`src/rtl/ftw_loader_pkg.sv`:
```
// ftw_loader_pkg: shared state encoding, frame geometry and command values
// for the serial tuning-word loader.
package ftw_loader_pkg;

  typedef enum logic [1:0] {
    IDLE  = 2'd0,
    SHIFT = 2'd1,
    CHECK = 2'd2,
    PEND  = 2'd3
  } state_e;

  localparam int FRAME_BITS = 32;
  localparam int FTW_W      = 28;

  localparam logic [3:0] CMD_LOAD_VAL = 4'h1;
  localparam logic [3:0] CMD_NOP_VAL  = 4'h0;

  // Bit counter values: a full frame, and the saturation point that marks
  // "too many bits" without the counter ever wrapping back to a legal count.
  localparam logic [5:0] CNT_FULL = 6'd32;
  localparam logic [5:0] CNT_SAT  = 6'd33;

endpackage

```
`src/rtl/ftw_loader_sync_edge.sv`:
```
// sync_edge: two-flop synchronizer followed by an edge-detect flop.
// With BYPASS set the synchronizer is skipped and only the edge detector
// remains, for inputs that are already in the clock domain.
module sync_edge #(
  parameter bit   BYPASS    = 1'b0,
  parameter logic RESET_VAL = 1'b0
) (
  input  logic clock,
  input  logic reset,
  input  logic data_i,
  output logic level_o,
  output logic rise_o,
  output logic fall_o
);

  logic prev_q;

  generate
    if (BYPASS) begin : gBypass
      assign level_o = data_i;
    end else begin : gSync
      logic meta_q;
      logic sync_q;

      // Two flops to settle a possibly metastable asynchronous input.
      always_ff @(posedge clock) begin
        if (reset) begin
          meta_q <= RESET_VAL;
          sync_q <= RESET_VAL;
        end else begin
          meta_q <= data_i;
          sync_q <= meta_q;
        end
      end

      assign level_o = sync_q;
    end
  endgenerate

  // Previous level, so rise/fall are one-cycle pulses on a level change.
  always_ff @(posedge clock) begin
    if (reset) prev_q <= RESET_VAL;
    else       prev_q <= level_o;
  end

  assign rise_o = level_o & ~prev_q;
  assign fall_o = ~level_o & prev_q;

endmodule

```
`src/rtl/ftw_loader.sv`:
```
// ftw_loader: receives 32-bit command frames over a three-wire serial port
// and drives the phase accumulator's 28-bit tuning word atomically.
// Optional feature macro: FTW_SYNC_UPDATE_EN holds a load in PEND until the
// accumulator wraps (phase_msb falling), keeping the waveform phase-continuous.
module ftw_loader
  import ftw_loader_pkg::*;
#(
  parameter logic [FTW_W-1:0] RESET_FTW = 28'h0000100,
  parameter logic [3:0]       CMD_LOAD  = CMD_LOAD_VAL,
  parameter logic [3:0]       CMD_NOP   = CMD_NOP_VAL
) (
  input  logic             clock,
  input  logic             reset,
  input  logic             sclk,
  input  logic             cs_n,
  input  logic             sdi,
  input  logic             phase_msb,
  output logic [FTW_W-1:0] nco_set,
  output logic             ftw_update,
  output logic             frame_err,
  output logic             busy
);

  state_e                  state_q;
  logic [5:0]              bitCount_q;
  logic [FRAME_BITS-1:0]   shift_q;
  logic                    sdiMeta_q;
  logic                    sdiSync_q;
  logic                    sclkRise;
  logic                    csRise;
  logic                    csFall;
  logic                    unusedSclkLevel;
  logic                    unusedSclkFall;
  logic                    unusedCsLevel;
  logic [3:0]              frameCmd;
  logic [FTW_W-1:0]        frameFtw;
  state_e                  restState;

  sync_edge #(.BYPASS(1'b0), .RESET_VAL(1'b0)) uSclkSync (
    .clock  (clock),
    .reset  (reset),
    .data_i (sclk),
    .level_o(unusedSclkLevel),
    .rise_o (sclkRise),
    .fall_o (unusedSclkFall)
  );

  sync_edge #(.BYPASS(1'b0), .RESET_VAL(1'b1)) uCsSync (
    .clock  (clock),
    .reset  (reset),
    .data_i (cs_n),
    .level_o(unusedCsLevel),
    .rise_o (csRise),
    .fall_o (csFall)
  );

  // sdi gets the same two-flop delay as sclk so the bit lines up with its edge.
  always_ff @(posedge clock) begin
    if (reset) begin
      sdiMeta_q <= 1'b0;
      sdiSync_q <= 1'b0;
    end else begin
      sdiMeta_q <= sdi;
      sdiSync_q <= sdiMeta_q;
    end
  end

  assign frameCmd = shift_q[FRAME_BITS-1 -: 4];
  assign frameFtw = shift_q[FTW_W-1:0];
  assign busy     = (state_q != IDLE);

`ifdef FTW_SYNC_UPDATE_EN
  logic [FTW_W-1:0] shadow_q;
  logic             pending_q;
  logic             wrap;
  logic             unusedPhaseLevel;
  logic             unusedPhaseRise;

  sync_edge #(.BYPASS(1'b1), .RESET_VAL(1'b0)) uPhaseEdge (
    .clock  (clock),
    .reset  (reset),
    .data_i (phase_msb),
    .level_o(unusedPhaseLevel),
    .rise_o (unusedPhaseRise),
    .fall_o (wrap)
  );

  // A frame that ends without a new load falls back to PEND if a load waits.
  assign restState = pending_q ? PEND : IDLE;
`else
  logic unusedPhaseMsb;
  assign unusedPhaseMsb = phase_msb;
  assign restState      = IDLE;
`endif

  // Frame FSM: shift bits in, validate the frame, then apply or defer the load.
  always_ff @(posedge clock) begin
    if (reset) begin
      state_q    <= IDLE;
      bitCount_q <= '0;
      shift_q    <= '0;
      nco_set    <= RESET_FTW;
      ftw_update <= 1'b0;
      frame_err  <= 1'b0;
`ifdef FTW_SYNC_UPDATE_EN
      shadow_q   <= RESET_FTW;
      pending_q  <= 1'b0;
`endif
    end else begin
      ftw_update <= 1'b0;
      frame_err  <= 1'b0;
      case (state_q)
        IDLE: begin
          if (csFall) begin
            state_q    <= SHIFT;
            bitCount_q <= '0;
            shift_q    <= '0;
          end
        end
        SHIFT: begin
          if (sclkRise) begin
            shift_q <= {shift_q[FRAME_BITS-2:0], sdiSync_q};
            if (bitCount_q != CNT_SAT) bitCount_q <= bitCount_q + 6'd1;
          end
          if (csRise) state_q <= CHECK;
        end
        CHECK: begin
          if (bitCount_q != CNT_FULL) begin
            frame_err <= 1'b1;
            state_q   <= restState;
          end else if (frameCmd == CMD_NOP) begin
            state_q <= restState;
          end else if (frameCmd == CMD_LOAD) begin
`ifdef FTW_SYNC_UPDATE_EN
            shadow_q  <= frameFtw;
            pending_q <= 1'b1;
            state_q   <= PEND;
`else
            nco_set    <= frameFtw;
            ftw_update <= 1'b1;
            state_q    <= IDLE;
`endif
          end else begin
            frame_err <= 1'b1;
            state_q   <= restState;
          end
        end
        PEND: begin
`ifdef FTW_SYNC_UPDATE_EN
          if (wrap) begin
            nco_set    <= shadow_q;
            ftw_update <= 1'b1;
            pending_q  <= 1'b0;
            state_q    <= IDLE;
          end
          if (csFall) begin
            state_q    <= SHIFT;
            bitCount_q <= '0;
            shift_q    <= '0;
          end
`else
          state_q <= IDLE;
`endif
        end
        default: state_q <= IDLE;
      endcase
    end
  end

endmodule

```
`config.mk`:
```
export PLATFORM = sky130hd
export DESIGN_NAME = ftw_loader
export DESIGN_NICKNAME = d
export VERILOG_FILES = /design/src/rtl/ftw_loader_pkg.sv /design/src/rtl/ftw_loader_sync_edge.sv /design/src/rtl/ftw_loader.sv
export SDC_FILE = /design/constraint.sdc
export NUM_CORES = 1
export LEC_CHECK = 0
export ABC_AREA = 0
export CAP_MARGIN = 15
export CORE_MARGIN = 2
export CORE_UTILIZATION = 51
export CTS_BUF_LIST = sky130_fd_sc_hd__clkbuf_4
export CTS_CLUSTER_DIAMETER = 60
export CTS_CLUSTER_SIZE = 24
export DETAILED_ROUTE_END_ITERATION = 7
export GPL_TIMING_DRIVEN = 0
export MAX_ROUTING_LAYER = met4
export PLACE_DENSITY_LB_ADDON = 0.25
export SYNTH_ARGS = -nofsm -noshare
export SYNTH_HDL_FRONTEND = slang
export SYNTH_HIERARCHICAL = 1
export SYNTH_SLANG_ARGS = --single-unit
```
`constraint.sdc`:
```
create_clock -name clock -period 1.6 [get_ports clock]
set_input_delay 0.16 -clock clock [delete_from_list [all_inputs] [get_ports clock]]
set_output_delay 0.16 -clock clock [all_outputs]
set_load 0.02 [all_outputs]
```
**After elaboration in Yosys (flattened, before gate mapping)**

Index checks and enable logic that the tools add are counted.

- Flip-flop bits (word level): 78
- Input bits: 6
- Output and inout bits: 31
- Word-level logic and storage cells: 59

- Bitwise gates (word level): 9
- Equal/unequal tests: 10
- $add $sub $neg: 1
- Mux-type cells: 14
- Reductions and logical operators: 11

Operators by type and width:

| operator | number |
|---|---|
| 32-bit two-way mux | 2 |
| 32-bit case mux with 2 select lines | 1 |
| 6-bit two-way mux | 3 |
| 6-bit != test, second input constant | 2 |
| 6-bit case mux with 2 select lines | 1 |
| 2-bit != test, second input constant | 4 |
| 4-bit AND reduction | 2 |
| 6-bit by 1-bit adder with 6-bit output, second input constant | 1 |
| 1-bit inverter | 6 |
| 2-bit case mux with 3 select lines | 1 |
| 2-bit equality test, second input constant | 2 |
| 4-bit by 1-bit equality test with 1-bit output, second input constant | 1 |
| 4-bit zero test | 1 |
| 1-bit two-way mux | 4 |
| 2-bit two-way mux | 2 |
| 2-bit nonzero test | 2 |
| 2-bit OR reduction | 2 |
| 4-bit OR reduction | 1 |
| 1-bit AND | 3 |
| 3-bit AND reduction | 1 |
| 2-bit by 1-bit equality test with 1-bit output, second input constant | 1 |
| 2-bit zero test | 1 |
| 2-bit AND reduction | 1 |

**Logic depth before layout (Yosys ltp)**

Gate-level depths: netlist (run 1).

- Depth after elaboration: 4
- Depth in mapped cells: 7
- Gate-level depth less buffers: 6

**Hierarchy**

Netlist (run 1), hierarchy kept.

Modules (own cells, without submodules):

| module | area an instance (µm²) | times used | cells an instance |
|---|---|---|---|
| ftw_loader | 2,675.1 | 1 | 283 |
| sync_edge at uCsSync | 92.6 | 1 | 8 |
| sync_edge at uSclkSync | 91.3 | 1 | 8 |

**Least setup slack after synthesis (run 1)**

No wires, ideal clock.

- Kind: register -> register
- Start point: register uCsSync.gSync.sync_q (netlist: uCsSync/level_o)
- End point: register bitCount_q[3]
- Stages on the path, launching flop included: 7
- Setup slack: -21 ps
- Library setup time: 70 ps
- Clock period less this slack: 1,621 ps
- Path buffers: 1
- Data arrival time: 1,551 ps
- Path through: dfxtp_1 -> and2b_1 -> mux2i_1 -> or2_1 -> buf_2 -> or4_1 -> a21oi_1

- Word-level cells in the longest chain between the ends: 4

RTL lines:

| what | line | source |
|---|---|---|
| from (decl) | ftw_loader_sync_edge.sv:23 | `logic sync_q;` |
| from (signal assigned) | ftw_loader_sync_edge.sv:32 | `sync_q <= meta_q;` |
| 1-bit inverter | ftw_loader_sync_edge.sv:47 | `assign fall_o = ~level_o & prev_q;` |
| 1-bit AND | ftw_loader_sync_edge.sv:47 |  |
| via csFall | ftw_loader.sv:31 | `logic csFall;` |
| 2-bit != test (no line) | - |  |
| 4-bit AND reduction (no line) | - |  |
| to (signal assigned) | ftw_loader.sv:123 | `if (bitCount_q != CNT_SAT) bitCount_q <= bitCount_q + 6'd1;` |
| to (decl) | ftw_loader.sv:25 | `logic [5:0] bitCount_q;` |

The timed path passes the listed nets, and every way through them passes these cells.
A chain may end at the register's enable or synchronous reset.

**Final worst setup path (run 1)**

Same ends and word-level chain as after synthesis.

==> results of run 1 <==
-- flip-flops by register name, indices dropped and copies added (netlist names) --
name / cells
bitCount_q: 6
uCsSync/gSync.meta_q: 1
state_q: 2
uSclkSync/level_o: 1
uSclkSync/prev_q: 1
uSclkSync/gSync.meta_q: 1
uCsSync/level_o: 1
shift_q: 32
sdiMeta_q: 1
sdiSync_q: 1
nco_set: 28
ftw_update: 1
uCsSync/prev_q: 1
frame_err: 1
-- worst register-to-register path: stages (launching register included) --
cell	delay (ps)
dfxtp_2	340
and2b_2	240
mux2i_4	90
or2_1	230
buf_6	140
or4_4	410
a21oi_2	120
-- metrics by stage --
| step | std cells | utilization (%) | instance area, um^2 |
|---|---|---|---|
| global route | 427 | 67.29 | 3660 |
| global placement | 405 | 60.66 | 3299 |
| detailed placement | 405 | 60.66 | 3299 |
| floorplan | 298 | - | 2859 |
| finish | 427 | 67.29 | 3660 |
| CTS | 424 | 64.67 | 3517 |
-- metal layers --
metal	global-route usage [%]	vias to the layer above
met5	-	-
met4	10.70	0
met3	5.568	13
met2	28.55	50
met1	25.78	1035
li1	-	1134
-- repair_timing --
action / 4_1_cts / 5_1_grt
cloned: 1 / 1
setup buffers: 4 / 2
pin swaps: 3 / 6
endpoints found under the setup margin: 66 / 73
resized for setup: 32 / 29
-- worst max-delay path by stage --
| stage | from | endpoint | slack [ps] | depth (start not counted) |
|---|---|---|---|---|
| after CTS | uCsSync/level_o | bitCount_q[1] | -20 | 5 |
| after global routing | bitCount_q[2] | nco_set[21] | -100 | 6 |
| after global placement | reset | state_q[1] | -270 | 4 |
| after floorplan | bitCount_q[0] | nco_set[8] | 40 | 6 |
| after detailed placement | uCsSync/level_o | shift_q[18] | -260 | 6 |
| final | uCsSync/level_o | bitCount_q[3] | -30 | 6 |
-- power by group through the flow --
stage / registers, mW / logic [mW] / clock network, mW
final: 1.99 / 0.176 / 0.981
after CTS: 1.98 / 0.167 / 1.02
after floorplan: 2.02 / 0.106 / 0
after detailed placement: 2.02 / 0.150 / 0
after global placement: 2.02 / 0.148 / 0
after global routing: 1.99 / 0.195 / 1.11
-- final cells by class --
| type | instances | share of cell area, % |
|---|---|---|
| flip-flops and latches | 78 | 42.97 |
| multi-input cells | 191 | 34.56 |
| repair buffers | 43 | 12.34 |
| plain buffers | 19 | 3.829 |
| well taps | 72 | 2.462 |
| clock buffers | 11 | 2.256 |
| inverters | 8 | 0.8889 |
| clock inverters | 5 | 0.6838 |
==> results.py, run 1 <==
metrics = {
    "drt": {
        "dr_total_vias": 2232,
        "highest_layer": "met4",
        "drc": 0,
        "wl_met3_um": 254,
        "wl_per_cell_um": 13.52,
        "routed-wl-met2_um": 2675,
        "first_pass_iters": 4,
        "wl_met1_um": 2715,
        "vias_per_cell": 5.227,
        "wl_um": 5774,
        "drt-initial-drc-count": 95,
        "ant_nets": 0,
    },
    "floorplan": {
        "ios": 37,
        "die_x_um": 78.79,
        "coreArea_um2": 5439,
        "dieArea_um2": 6208,
        "die_h_um": 78.79,
        "start_util_pct": 52.45,
        "rows": 27,
    },
    "layout": {
        "seq_area_um2": 1573,
        "fill_cells": 434,
        "area_delta_synth_final_pct": 28.29,
        "layout.cells.most_common_list": "73 x dfxtp_1, 32 x nor2_1, 29 x nand2_1, 28 x nand3_1, 28 x a21oi_1",
        "multi_input_area_um2": 1265,
        "finalNetCount": 359,
        "n_antenna_cell": 0,
        "final_common_cell": "dfxtp_1",
        "layout-drive-gt1-share_pct": 16.90,
    },
    "power_and_ir_drop": {
        "p_leak_nw": 1.591,
        "peakVddDrop_mv": 0.5898,
        "clockPowerShare_pct": 31.2,
        "switching_share_pct": 24.18,
        "p_switching_uw": 760.2,
        "comb_power_share_pct": 5.6,
        "internal_power_mw": 2.384,
        "power_mw": 3.144,
        "powerDensity_nw_per_um2": 859.1,
        "p_seq_share_pct": 63.2,
    },
    "yosys": {
        "syn-num-nets": 307,
        "synth_cells": 298,
        "synth.avg_cell_area_um2": 9.573,
        "synth_area_um2": 2853,
        "yosys_warnings": 6,
    },
    "critical_path": {
        "cpLargestDelayFamily": "simple AND/OR/NAND/NOR gates",
        "required_ps": 1950,
        "reg2reg_to": "bitCount_q[3]",
        "slowest_delay_ps": 410,
        "critPathKind": "reg -> reg",
        "crit_arrival_ps": 1980,
        "worstSetupStartpointType": "flip-flop",
        "worstSetupEndpointType": "flip-flop",
        "reg2reg_slack_ps": -30,
        "crit_fanout": 7,
        "crit_buf_inv": 1,
        "rr_startpoint": "uCsSync/level_o",
        "critPathSlowestCell": "or4_4",
        "r2r_cells": 6,
        "worstPathCellList": "and2b_2, mux2i_4, or2_1, buf_6, or4_4, a21oi_2",
    },
    "placement": {
        "place_hpwl_um": 3532,
        "io_buffers": 35,
        "gp_congestion": 0.7612,
        "pre_cts_ws_ps": -262.3,
    },
    "cts": {
        "htree_levels": 3,
        "clkTransAtPathRegs_ps": 110,
        "clock_path_buffers": 2,
        "clk_latency_ps": 410,
        "ctsHoldBuffers": 0,
        "root_buffer": "clkbuf_4",
        "cts_buffers": 9,
        "tritoncts": "done",
        "cts.sinks": 78,
    },
    "sta": {
        "tns_ps": -34.71,
        "finalHoldViolations": 0,
        "setup_ws_ps": -34.71,
        "worstMarginPinSlew_ps": 623.4,
        "min_period_ps": 1635,
        "hold_slack_ps": 288.7,
        "rsz0062_at_grt": "true",
        "setup_viol": 1,
        "maxSlewHeadroom_pct": 58.44,
        "maxSlewViolCount": 0,
        "timing.fmax_mhz": 611.7,
        "final.period_utilization_pct": 102.2,
        "finClkSkew_ps": 16.38,
    },
    "run": {
        "drv_cap": 0,
    },
    "global_route": {
        "grt_pass1_vias": 2047,
        "antenna_found_initial": 0,
        "grt_pass1_wl_um": 9335,
        "grt_max_degree": 13,
        "grtUsageTotal_pct": 19.99,
        "overflow": 0,
    },
    "hold_path": {
        "hold_path_class": "in -> reg",
        "hold_depth": 2,
        "hold_end": "uSclkSync/gSync.meta_q",
        "hp-start": "sclk",
    },
    "outcome": {
        "outcome": "finished, violations left",
        "violations": "negative setup slack",
    },
}
No activity file was read; power rests on OpenSTA's default activity.
==> run 2: changes to the inputs <==
--- a/config.mk
+++ b/config.mk
@@ -8,7 +8,7 @@
 export ABC_AREA = 0
 export CAP_MARGIN = 15
 export CORE_MARGIN = 2
-export CORE_UTILIZATION = 51
+export CORE_UTILIZATION = 48
 export CTS_BUF_LIST = sky130_fd_sc_hd__clkbuf_4
 export CTS_CLUSTER_DIAMETER = 60
 export CTS_CLUSTER_SIZE = 24
==> constraint.sdc (replaced) <==
create_clock -name clock -period 1.6 [get_ports clock]
set_input_delay 0.48 -clock clock [delete_from_list [all_inputs] [get_ports clock]]
set_output_delay 0.48 -clock clock [all_outputs]
set_load 0.02 [all_outputs]
==> run 2 against run 1 <==
Compared with the run above: the run still ends with negative setup slack left; combinational power increased by 9%; global-route usage decreased by 0.43 points; critical path depth decreased by 1; clock power increased by 35%; routed wire length increased by 2.1%; first-iteration DRC count increased by 21%; sequential cell count unchanged; fmax decreased by 2.0%; highest routed layer is now met3.
==> results.py, run 2 (synthesis results as in run 1) <==
metrics = {
    "global_route": {
        "overflow": 0,
        "grt_max_degree": 16,
        "grt_util_met1_pct": 25.12,
        "antenna_found_initial": 0,
        "grt_pass1_wl_um": 9411,
        "grtUsageTotal_pct": 19.56,
        "met2_usage_pct": 29.42,
        "top_usage_layer": "met2",
        "grt_pass1_vias": 1989,
        "use_met3_pct": 4.000,
    },
    "critical_path": {
        "worstSetupEndpointType": "flip-flop",
        "critPathKind": "reg -> reg",
        "crit_fanout": 5,
        "required_ps": 1920,
        "crit_arrival_ps": 1990,
        "r2r_cells": 5,
        "worstSetupStartpointType": "flip-flop",
    },
    "placement": {
        "postPlaceCellArea_um2": 3303,
        "gp_congestion": 0.7587,
        "io_buffers": 35,
        "place_hpwl_um": 3577,
    },
    "outcome": {
        "violations": "negative setup slack",
        "outcome": "finished, violations left",
    },
    "sta": {
        "final.period_utilization_pct": 104.3,
        "maxSlewHeadroom_pct": 60.50,
        "finalHoldViolations": 0,
        "worstMarginPinSlew_ps": 591.5,
        "finClkSkew_ps": 17.08,
        "maxSlewViolCount": 0,
        "setup_ws_ps": -68.54,
        "timing.fmax_mhz": 599.3,
        "setup_viol": 11,
        "tns_ps": -298.8,
        "min_period_ps": 1669,
        "rsz0062_at_grt": "true",
    },
    "floorplan": {
        "die_h_um": 81.09,
        "die_x_um": 81.09,
        "rows": 28,
        "start_util_pct": 49.05,
        "coreArea_um2": 5816,
        "ios": 37,
        "dieArea_um2": 6576,
    },
    "drt": {
        "wl_um": 5893,
        "dr_total_vias": 2221,
        "wl_per_cell_um": 13.67,
        "first_pass_iters": 5,
        "drc": 0,
        "ant_nets": 0,
        "vias_per_cell": 5.153,
        "drt-initial-drc-count": 115,
    },
    "run": {
        "drv_cap": 0,
    },
    "cts": {
        "cts.sinks": 78,
        "tritoncts": "done",
        "clk_latency_ps": 410,
        "cts_buffers": 9,
        "clkTransAtPathRegs_ps": 120,
        "root_buffer": "clkbuf_4",
        "htree_levels": 3,
        "clock_path_buffers": 2,
    },
    "layout": {
        "final_common_cell": "dfxtp_1",
        "largest_reg_flops": 32,
        "layout.cells.most_common_list": "71 x dfxtp_1, 35 x clkbuf_2, 31 x nor2_1, 29 x nand2_1, 28 x nand3_1",
        "layout-drive-gt1-share_pct": 27.25,
        "top_register": "shift_q",
        "finalNetCount": 360,
        "area_delta_synth_final_pct": 24.08,
        "top_regs": "shift_q: 32 flops, nco_set: 28 flops, bitCount_q: 6 flops",
        "n_antenna_cell": 0,
        "fill_cells": 522,
        "fin_area_um2": 3540,
    },
    "power_and_ir_drop": {
        "p_leak_nw": 1.554,
        "powerDensity_nw_per_um2": 986.1,
        "peakVddDrop_mv": 0.5549,
    },
    "hold_path": {
        "hold_depth": 1,
        "hold_path_class": "reg -> reg",
    },
}
run 2: cell types whose count changed in the layout (fill, tap and decap cells not counted), sizes merged:
cell / change
clkdlybuf4s50: -24
clkbuf: +22
buf: +6
dlymetal6s2s: -6
bufinv: +2
clkdlybuf4s15: +2
clkinv: -2
clkinvlp: +1
run 2: path summary, 6_finish.rpt:
check	endpoint	from	slack, ps
hold / removal	uCsSync/level_o	uCsSync/gSync.meta_q	410
hold reg to reg	uCsSync/level_o	uCsSync/gSync.meta_q	410
setup / recovery	nco_set[8]	bitCount_q[3]	-70
setup reg to reg	nco_set[8]	bitCount_q[3]	-70
run 2: metal layers:
metal | routed length (um) | vias up
met2 | 2820 | 37
met3 | 213 | 0
met4 | 0 | 0
li1 | - | 1129
met5 | 0 | -
met1 | 2859 | 1055
run 2: cell type report:
| class | count | area (um^2) | area share (%) |
|---|---|---|---|
| plain buffers | 19 | 122.6 | 3.464 |
| well taps | 75 | 93.84 | 2.651 |
| inverters | 8 | 32.53 | 0.9191 |
| repair buffers | 44 | 289.0 | 8.165 |
| clock buffers | 10 | 75.07 | 2.121 |
| multi-input cells | 191 | 1269 | 35.84 |
| clock inverters | 6 | 85.08 | 2.404 |
| flip-flops and latches | 78 | 1573 | 44.43 |
run 2: critical path, cell delays in order (launching register included):
cell and delay (ps):
dfxtp_2 380, nor4b_4 350, nand4_1 250, buf_4 220, buf_6 130, a211o_1 240
run 2: report_power, final:
part	internal [mW]	total (mW)	switching, mW
clock network	0.650	1.32	0.666
logic	0.0821	0.191	0.109
registers	1.96	1.98	0.0182
total	2.70	3.49	0.794
run 2: metrics by stage:
step / util [%] / setup WS [ps] / power [mW] / cells / hold WS (ps)
final: 60.86 / -68.54 / 3.490 / 431 / 413.5
after detailed placement: 56.80 / -621.8 / 2.174 / 408 / 391.1
after floorplan: - / 41.70 / 2.125 / 298 / 383.2
after CTS: 61.08 / -119.5 / 3.501 / 427 / 417.4
after global routing: 60.86 / -109.3 / 3.644 / 431 / 458.3
after global placement: 56.80 / -606.0 / 2.172 / 408 / 386.2
run 2: what timing repair did:
item / in CTS / in global routing
pin swaps: 6 / 6
hold buffers: 0 / 0
buffers inserted: 4 / 4
gates cloned: 1 / 0
resized for setup: 81 / 69
endpoints found under the setup margin: 102 / 95
